$ cat src/rtl/clock_pkg.sv
// Shared definitions for the digital clock: alarm FSM state encoding and time field widths.
// Latency: n/a (types, constants and a pure function only).
// Backpressure: n/a.
package clock_pkg;

    // Alarm sequencer states; the encoding is visible on the alarm_state port.
    typedef enum logic [1:0] {
        ST_DISARMED = 2'b00,
        ST_ARMED    = 2'b01,
        ST_RINGING  = 2'b10,
        ST_SNOOZED  = 2'b11
    } alarm_state_t;

    localparam int HH_W = 5;
    localparam int MM_W = 6;
    localparam int SS_W = 6;

    // True when the running time sits exactly on the first second of the alarm minute.
    function automatic logic alarm_time_hit(
        input logic [HH_W-1:0] cur_hh,
        input logic [MM_W-1:0] cur_mm,
        input logic [SS_W-1:0] cur_ss,
        input logic [HH_W-1:0] al_hh,
        input logic [MM_W-1:0] al_mm
    );
        return (cur_hh == al_hh) && (cur_mm == al_mm) && (cur_ss == '0);
    endfunction

endpackage

$ cat src/rtl/sec_countdown.sv
// Loadable seconds down-counter; expire flags the tick that consumes the last second.
// Latency: count updates one cycle after load/tick; expire is combinational from tick and count.
// Backpressure: none; load has priority over tick, and the counter holds at zero instead of wrapping.
//
// Ports:
//   clock, reset     - system clock, synchronous active-high reset (count -> 0)
//   load, load_val   - load count with load_val
//   tick             - one-second strobe, already qualified by the owner
//   count            - seconds remaining
//   expire           - tick while count == 1
module sec_countdown #(
    parameter int W = 8
) (
    input  logic         clock,
    input  logic         reset,
    input  logic         load,
    input  logic [W-1:0] load_val,
    input  logic         tick,
    output logic [W-1:0] count,
    output logic         expire
);

    assign expire = tick && (count == W'(1));

    always_ff @(posedge clock) begin
        if (reset) begin
            count <= '0;
        end else if (load) begin
            count <= load_val;
        end else if (tick && (count != '0)) begin
            count <= count - W'(1);
        end
    end

endmodule

$ cat src/rtl/alarm_scheduler.sv
// Alarm sequencer: arms on al_en, rings at the alarm minute, handles stop/snooze/timeout/disable.
// Latency: every output is registered; a trigger tick or button pulse in cycle N shows in cycle N+1.
// Backpressure: none; press pulses are consumed in the cycle they arrive, and a pulse beats a coincident tick.
//
// Ports:
//   clock, reset                 - system clock, synchronous active-high reset
//   tick_1s                      - one pulse per second; cur_* valid in that cycle
//   cur_hh/cur_mm/cur_ss         - running time
//   al_hh/al_mm, al_en           - stored alarm time and enable level
//   setting_busy                 - a time is being edited; suppresses the trigger
//   stop_short/stop_long         - stop button press pulses
//   snooze_req                   - snooze button press pulse
//   buzz, ring_led               - buzzer drive and blinking LED
//   alarm_state, snooze_cnt      - FSM state and snoozes used in the current event
module alarm_scheduler
    import clock_pkg::*;
#(
    parameter int SNOOZE_MIN     = 5,
    parameter int RING_TIMEOUT_S = 60,
    parameter int MAX_SNOOZE     = 3
) (
    input  logic            clock,
    input  logic            reset,
    input  logic            tick_1s,
    input  logic [HH_W-1:0] cur_hh,
    input  logic [MM_W-1:0] cur_mm,
    input  logic [SS_W-1:0] cur_ss,
    input  logic [HH_W-1:0] al_hh,
    input  logic [MM_W-1:0] al_mm,
    input  logic            al_en,
    input  logic            setting_busy,
    input  logic            stop_short,
    input  logic            stop_long,
    input  logic            snooze_req,
    output logic            buzz,
    output logic            ring_led,
    output logic [1:0]      alarm_state,
    output logic [1:0]      snooze_cnt
);

    localparam int SNOOZE_S = SNOOZE_MIN * 60;
    localparam int RING_W   = $clog2(RING_TIMEOUT_S + 1);
    localparam int SNZ_W    = $clog2(SNOOZE_S + 1);

    localparam logic [RING_W-1:0] RING_LOAD = RING_W'(RING_TIMEOUT_S);
    localparam logic [SNZ_W-1:0]  SNZ_LOAD  = SNZ_W'(SNOOZE_S);
    localparam logic [1:0]        SNZ_MAX   = 2'(MAX_SNOOZE);

    alarm_state_t state;

    logic              stop_any;
    logic              trigger;
    logic              snooze_ok;
    logic              ring_tick;
    logic              snz_tick;
    logic              ring_load;
    logic              ring_expire;
    logic              snz_expire;
    logic [RING_W-1:0] ring_count;
    logic [SNZ_W-1:0]  snz_count;

    assign alarm_state = state;

    // Event decode. Each timer only sees ticks that no higher-priority event
    // claimed, so a pulse coincident with tick_1s leaves the timer untouched.
    always_comb begin
        stop_any  = stop_short || stop_long;
        trigger   = 1'b0;
        snooze_ok = 1'b0;
        ring_tick = 1'b0;
        snz_tick  = 1'b0;
        unique case (state)
            ST_ARMED: begin
                trigger = al_en && tick_1s && !setting_busy &&
                          alarm_time_hit(cur_hh, cur_mm, cur_ss, al_hh, al_mm);
            end
            ST_RINGING: begin
                // An over-limit snooze press is treated as no press at all.
                snooze_ok = al_en && !stop_any && snooze_req && (snooze_cnt < SNZ_MAX);
                ring_tick = al_en && !stop_any && !snooze_ok && tick_1s;
            end
            ST_SNOOZED: begin
                snz_tick = al_en && !stop_any && tick_1s;
            end
            default: begin
            end
        endcase
    end

    // The ring timer is reloaded both on the first trigger and on every snooze expiry.
    assign ring_load = trigger || snz_expire;

    sec_countdown #(.W(RING_W)) u_ring_timer (
        .clock    (clock),
        .reset    (reset),
        .load     (ring_load),
        .load_val (RING_LOAD),
        .tick     (ring_tick),
        .count    (ring_count),
        .expire   (ring_expire)
    );

    sec_countdown #(.W(SNZ_W)) u_snooze_timer (
        .clock    (clock),
        .reset    (reset),
        .load     (snooze_ok),
        .load_val (SNZ_LOAD),
        .tick     (snz_tick),
        .count    (snz_count),
        .expire   (snz_expire)
    );

    // State and registered outputs. buzz/ring_led are written alongside every
    // state change so they always agree with the state they belong to.
    always_ff @(posedge clock) begin
        if (reset) begin
            state      <= ST_DISARMED;
            buzz       <= 1'b0;
            ring_led   <= 1'b0;
            snooze_cnt <= 2'd0;
        end else begin
            unique case (state)
                ST_DISARMED: begin
                    buzz     <= 1'b0;
                    ring_led <= 1'b0;
                    if (al_en) begin
                        state <= ST_ARMED;
                    end
                end
                ST_ARMED: begin
                    if (!al_en) begin
                        state <= ST_DISARMED;
                    end else if (trigger) begin
                        state      <= ST_RINGING;
                        buzz       <= 1'b1;
                        ring_led   <= 1'b1;
                        snooze_cnt <= 2'd0;
                    end
                end
                ST_RINGING: begin
                    if (!al_en) begin
                        state    <= ST_DISARMED;
                        buzz     <= 1'b0;
                        ring_led <= 1'b0;
                    end else if (stop_any) begin
                        state    <= ST_ARMED;
                        buzz     <= 1'b0;
                        ring_led <= 1'b0;
                    end else if (snooze_ok) begin
                        state      <= ST_SNOOZED;
                        buzz       <= 1'b0;
                        ring_led   <= 1'b0;
                        snooze_cnt <= snooze_cnt + 2'd1;
                    end else if (ring_expire) begin
                        state    <= ST_ARMED;
                        buzz     <= 1'b0;
                        ring_led <= 1'b0;
                    end else if (tick_1s) begin
                        ring_led <= ~ring_led;
                    end
                end
                ST_SNOOZED: begin
                    if (!al_en) begin
                        state <= ST_DISARMED;
                    end else if (stop_any) begin
                        state <= ST_ARMED;
                    end else if (snz_expire) begin
                        state    <= ST_RINGING;
                        buzz     <= 1'b1;
                        ring_led <= 1'b1;
                    end
                end
                default: begin
                    state    <= ST_DISARMED;
                    buzz     <= 1'b0;
                    ring_led <= 1'b0;
                end
            endcase
        end
    end

endmodule
$ cat config.mk
export PLATFORM = sky130hd
export DESIGN_NAME = alarm_scheduler
export DESIGN_NICKNAME = d
export VERILOG_FILES = /design/src/rtl/clock_pkg.sv /design/src/rtl/sec_countdown.sv /design/src/rtl/alarm_scheduler.sv
export SDC_FILE = /design/constraint.sdc
export NUM_CORES = 1
export LEC_CHECK = 0
export BUFFER_PORTS_ARGS = -buffer_cell sky130_fd_sc_hd__buf_2
export CAP_MARGIN = 0
export CORE_ASPECT_RATIO = 2
export CORE_MARGIN = 2
export CORE_UTILIZATION = 50
export CTS_CLUSTER_SIZE = 24
export DETAILED_ROUTE_END_ITERATION = 8
export GPL_TIMING_DRIVEN = 0
export HOLD_SLACK_MARGIN = 0.08
export PLACE_DENSITY = 0.78
export SKIP_LAST_GASP = 1
export SYNTH_ARGS = -nofsm -noshare
export SYNTH_HDL_FRONTEND = slang
export SYNTH_SLANG_ARGS = --single-unit
export TNS_END_PERCENT = 10
$ cat constraint.sdc
create_clock -name clock -period 2.5 [get_ports clock]
set_clock_uncertainty 0.15 [all_clocks]
set_input_delay 0.75 -clock clock [delete_from_list [all_inputs] [get_ports clock]]
set_output_delay 0.75 -clock clock [all_outputs]
set_load 0.02 [all_outputs]
==> reports/qor.yml <==
ys_seq_elements: 21
antenna_cells: 0
overflow: 0
drtIter0Drc: 39
rows: 26
cts-root-buf: "clkbuf_8"
period_share_pct: 85.19
ant_nets: 0
run_status: "completed"
gp_congestion: 0.8186
first_pass_iters: 4
cpPeakStageDelay_ns: 0.45
start_util_pct: 52.66
maxSlewHeadroom_pct: 57.00
min_from: "buzz$_SDFFE_PP0P_"
clkSinkCount: 21
worst_ep_required_time_ns: 2.49
drive_gt1_share_pct: 28.65
fp.dieH_um: 77.11
ys_async_sr_fraction_pct: 0
cp_slowest_cell: "nor4_2"
grt_pass1_vias: 1312
period_needed_ns: 2.130
synth_edf_count: 0
die_area_sq_um: 3127
area_delta_synth_final_pct: 21.07
ios: 42
critPathArrivalTime_ns: 2.12
clockPowerShare_pct: 34.6
setup_tns_ns: 0
yosys.area.top_type: "dfxtp_1"
post-route-drc-count: 0
path_cells: "buf_2 > xnor2_1 > nand4_1 > nor4_2 > a32oi_1 > nor3b_2"
grt_max_degree: 13
p_sw_mw: 0.1620
worst_slew_pin_slew_ns: 0.6450
crit_type: "primary input to flip-flop"
slew_violations: 0
die_w_um: 40.56
seq_power_share_pct: 51.7
antenna_found_initial: 0
synthCells: 148
fin_util_pct: 63.76
synth_most_common_cell: "dfxtp_1"
hold_violations: 0
wl_per_cell_um: 14.68
ys_types: 44
clockBufferDepth: 2
cp_max_fo: 8
ir_drop_mv: 0.3504
p_per_area_nw_per_um2: 404.9
crit_path_start_kind: "primary input"
synth_area_sq_um: 1336
post-cts-setup-buffer-count: 0
fmax_mhz: 469.6
setup_viol: 0
yosys-top-cells-count: "21 x dfxtp_1, 13 x xnor2_1, 12 x nor2_1"
cts_tree: "yes"
via_per_inst: 5.809
yosysTopAreaCellShare_pct: 31.46
pwr-share-comb_pct: 13.7
cts_resized: 0
coreArea_sq_um: 2537
p_leak_nw: 0.6463
place_ws_ns: 0.07452
dp_hpwl_mm: 2.633
gr-usage-all-layers_pct: 23.42
htreeDepth: 1
grt_first_pass_wirelength_mm: 5.340
yosysWarnings: 0
hold_ws_ns: 0.3085
max_cap_viol_count: 0
min_path_type: "flip-flop to flip-flop"
p_int_mw: 0.4930
fin_ws_ns: 0.3704
clk_latency_ns: 0.26
ys.flop_type: "dfxtp_1"
cts_made_buffers: 3
fillCellCount: 231
r2r_start: "u_ring_timer.count[0]$_SDFFE_PP0P_"
port_buffers: 40
swShare_pct: 24.74
worstSetupStartpoint: "al_mm[0]"
grt_setup_unrepaired: "false"
syn_avg_cell_area_sq_um: 9.029
syn-num-nets: 189
routed_wl_mm: 3.229
postCtsHoldBufs: 0
clkTransAtPathRegs_ns: 0.07
nets: 234
vias: 1278
synth_area_leaders: "dfxtp_1 31%, xnor2_1 8.5%, xor2_1 5.9%"
ys_seq_area_share_pct: 31.46
end_kind: "flip-flop"
[critical path: cells and delay by family]
kind	cells	cell delay [ns]
XOR/XNOR	1	0.16
AND/OR/NAND/NOR	3	0.83
AO/OA/AOI/OAI	1	0.27
buffers and inverters	1	0.11
[final timing paths]
path,depth (start not counted),slack [ns],to
setup / recovery,6,0.37,u_ring_timer.count[0]$_SDFFE_PP0P_
hold / removal,2,0.31,buzz$_SDFFE_PP0P_
setup reg to reg,6,0.51,u_ring_timer.count[5]$_SDFFE_PP0P_
hold reg to reg,2,0.31,buzz$_SDFFE_PP0P_
[layer usage]
layer / vias up / wire length (um) / GRT usage, %
li1: 626 / - / -
met2: 26 / 1878 / 42.38
met5: - / 0 / 0
met4: 0 / 84 / 10.33
met1: 617 / 1195 / 22.91
met3: 9 / 71 / 4.046
[state kept, by name, indices dropped and copies added (netlist names)]
register	cells
buzz	1
u_snooze_timer.count	9
snooze_cnt	2
alarm_state	2
ring_led	1
u_ring_timer.count	6
[power groups by stage]
stage	clock network, mW	registers [mW]	logic (mW)
4_1_cts	0.229	0.339	0.0893
3_5_place_dp	0	0.346	0.0892
2_1_floorplan	0	0.348	0.0440
5_1_grt	0.240	0.339	0.0975
3_3_place_gp	0	0.346	0.0857
6_report	0.227	0.339	0.0896
[cell type report]
type                    count  area, sq um  share of cell area [%]
multi-input cells         120        882.1                   54.52
plain buffers               3        18.77                   1.160
clock inverters             1        5.005                  0.3094
well taps                  28        35.03                   2.166
inverters                   4        15.01                  0.9281
flip-flops and latches     21        420.4                   25.99
repair buffers             40        200.2                   12.37
clock buffers               3        41.29                   2.552
[placed cells by master (no fill, tap or decap), types with 2 or more instances in the layout]
master / synthesis / layout
dfxtp_1: 21 / 21
nor2b_1: 2 / 2
nor3b_2: 2 / 2
nand2b_1: 6 / 6
nand2_1: 7 / 7
inv_1: 4 / 4
nand4_1: 5 / 5
clkbuf_8: 0 / 3
nor2_1: 12 / 12
xor2_1: 9 / 9
nand3_1: 9 / 9
nor4_2: 2 / 2
ha_1: 5 / 5
buf_2: 0 / 40
a31oi_1: 3 / 3
a21oi_1: 11 / 11
or4_1: 2 / 2
xnor2_1: 13 / 13
nor4_1: 4 / 4
nor3_1: 5 / 5
[stage by stage]
stage          power, mW  instance area (sq um)  std cells
2_1_floorplan     0.3919                   1336        148
3_3_place_gp      0.4320                   1572        216
3_5_place_dp      0.4356                   1572        216
4_1_cts           0.6569                   1618        220
5_1_grt           0.6760                   1618        220
6_report          0.6550                   1618        220
[cell families (layout without fill, tap and decap cells)]
logic type                 after synthesis  after routing  synth area share, %
AOI/OAI and AO/OA                       25             25                13.67
xor gates and xnor gates                22             22                14.42
adders and majority gates                5              5                4.682
buffers and inverters                    7             51                2.527
DFF                                     21             21                31.46
and+or+nand+nor                         68             68                33.24
Note: power is estimated with default switching activity, not from simulation.
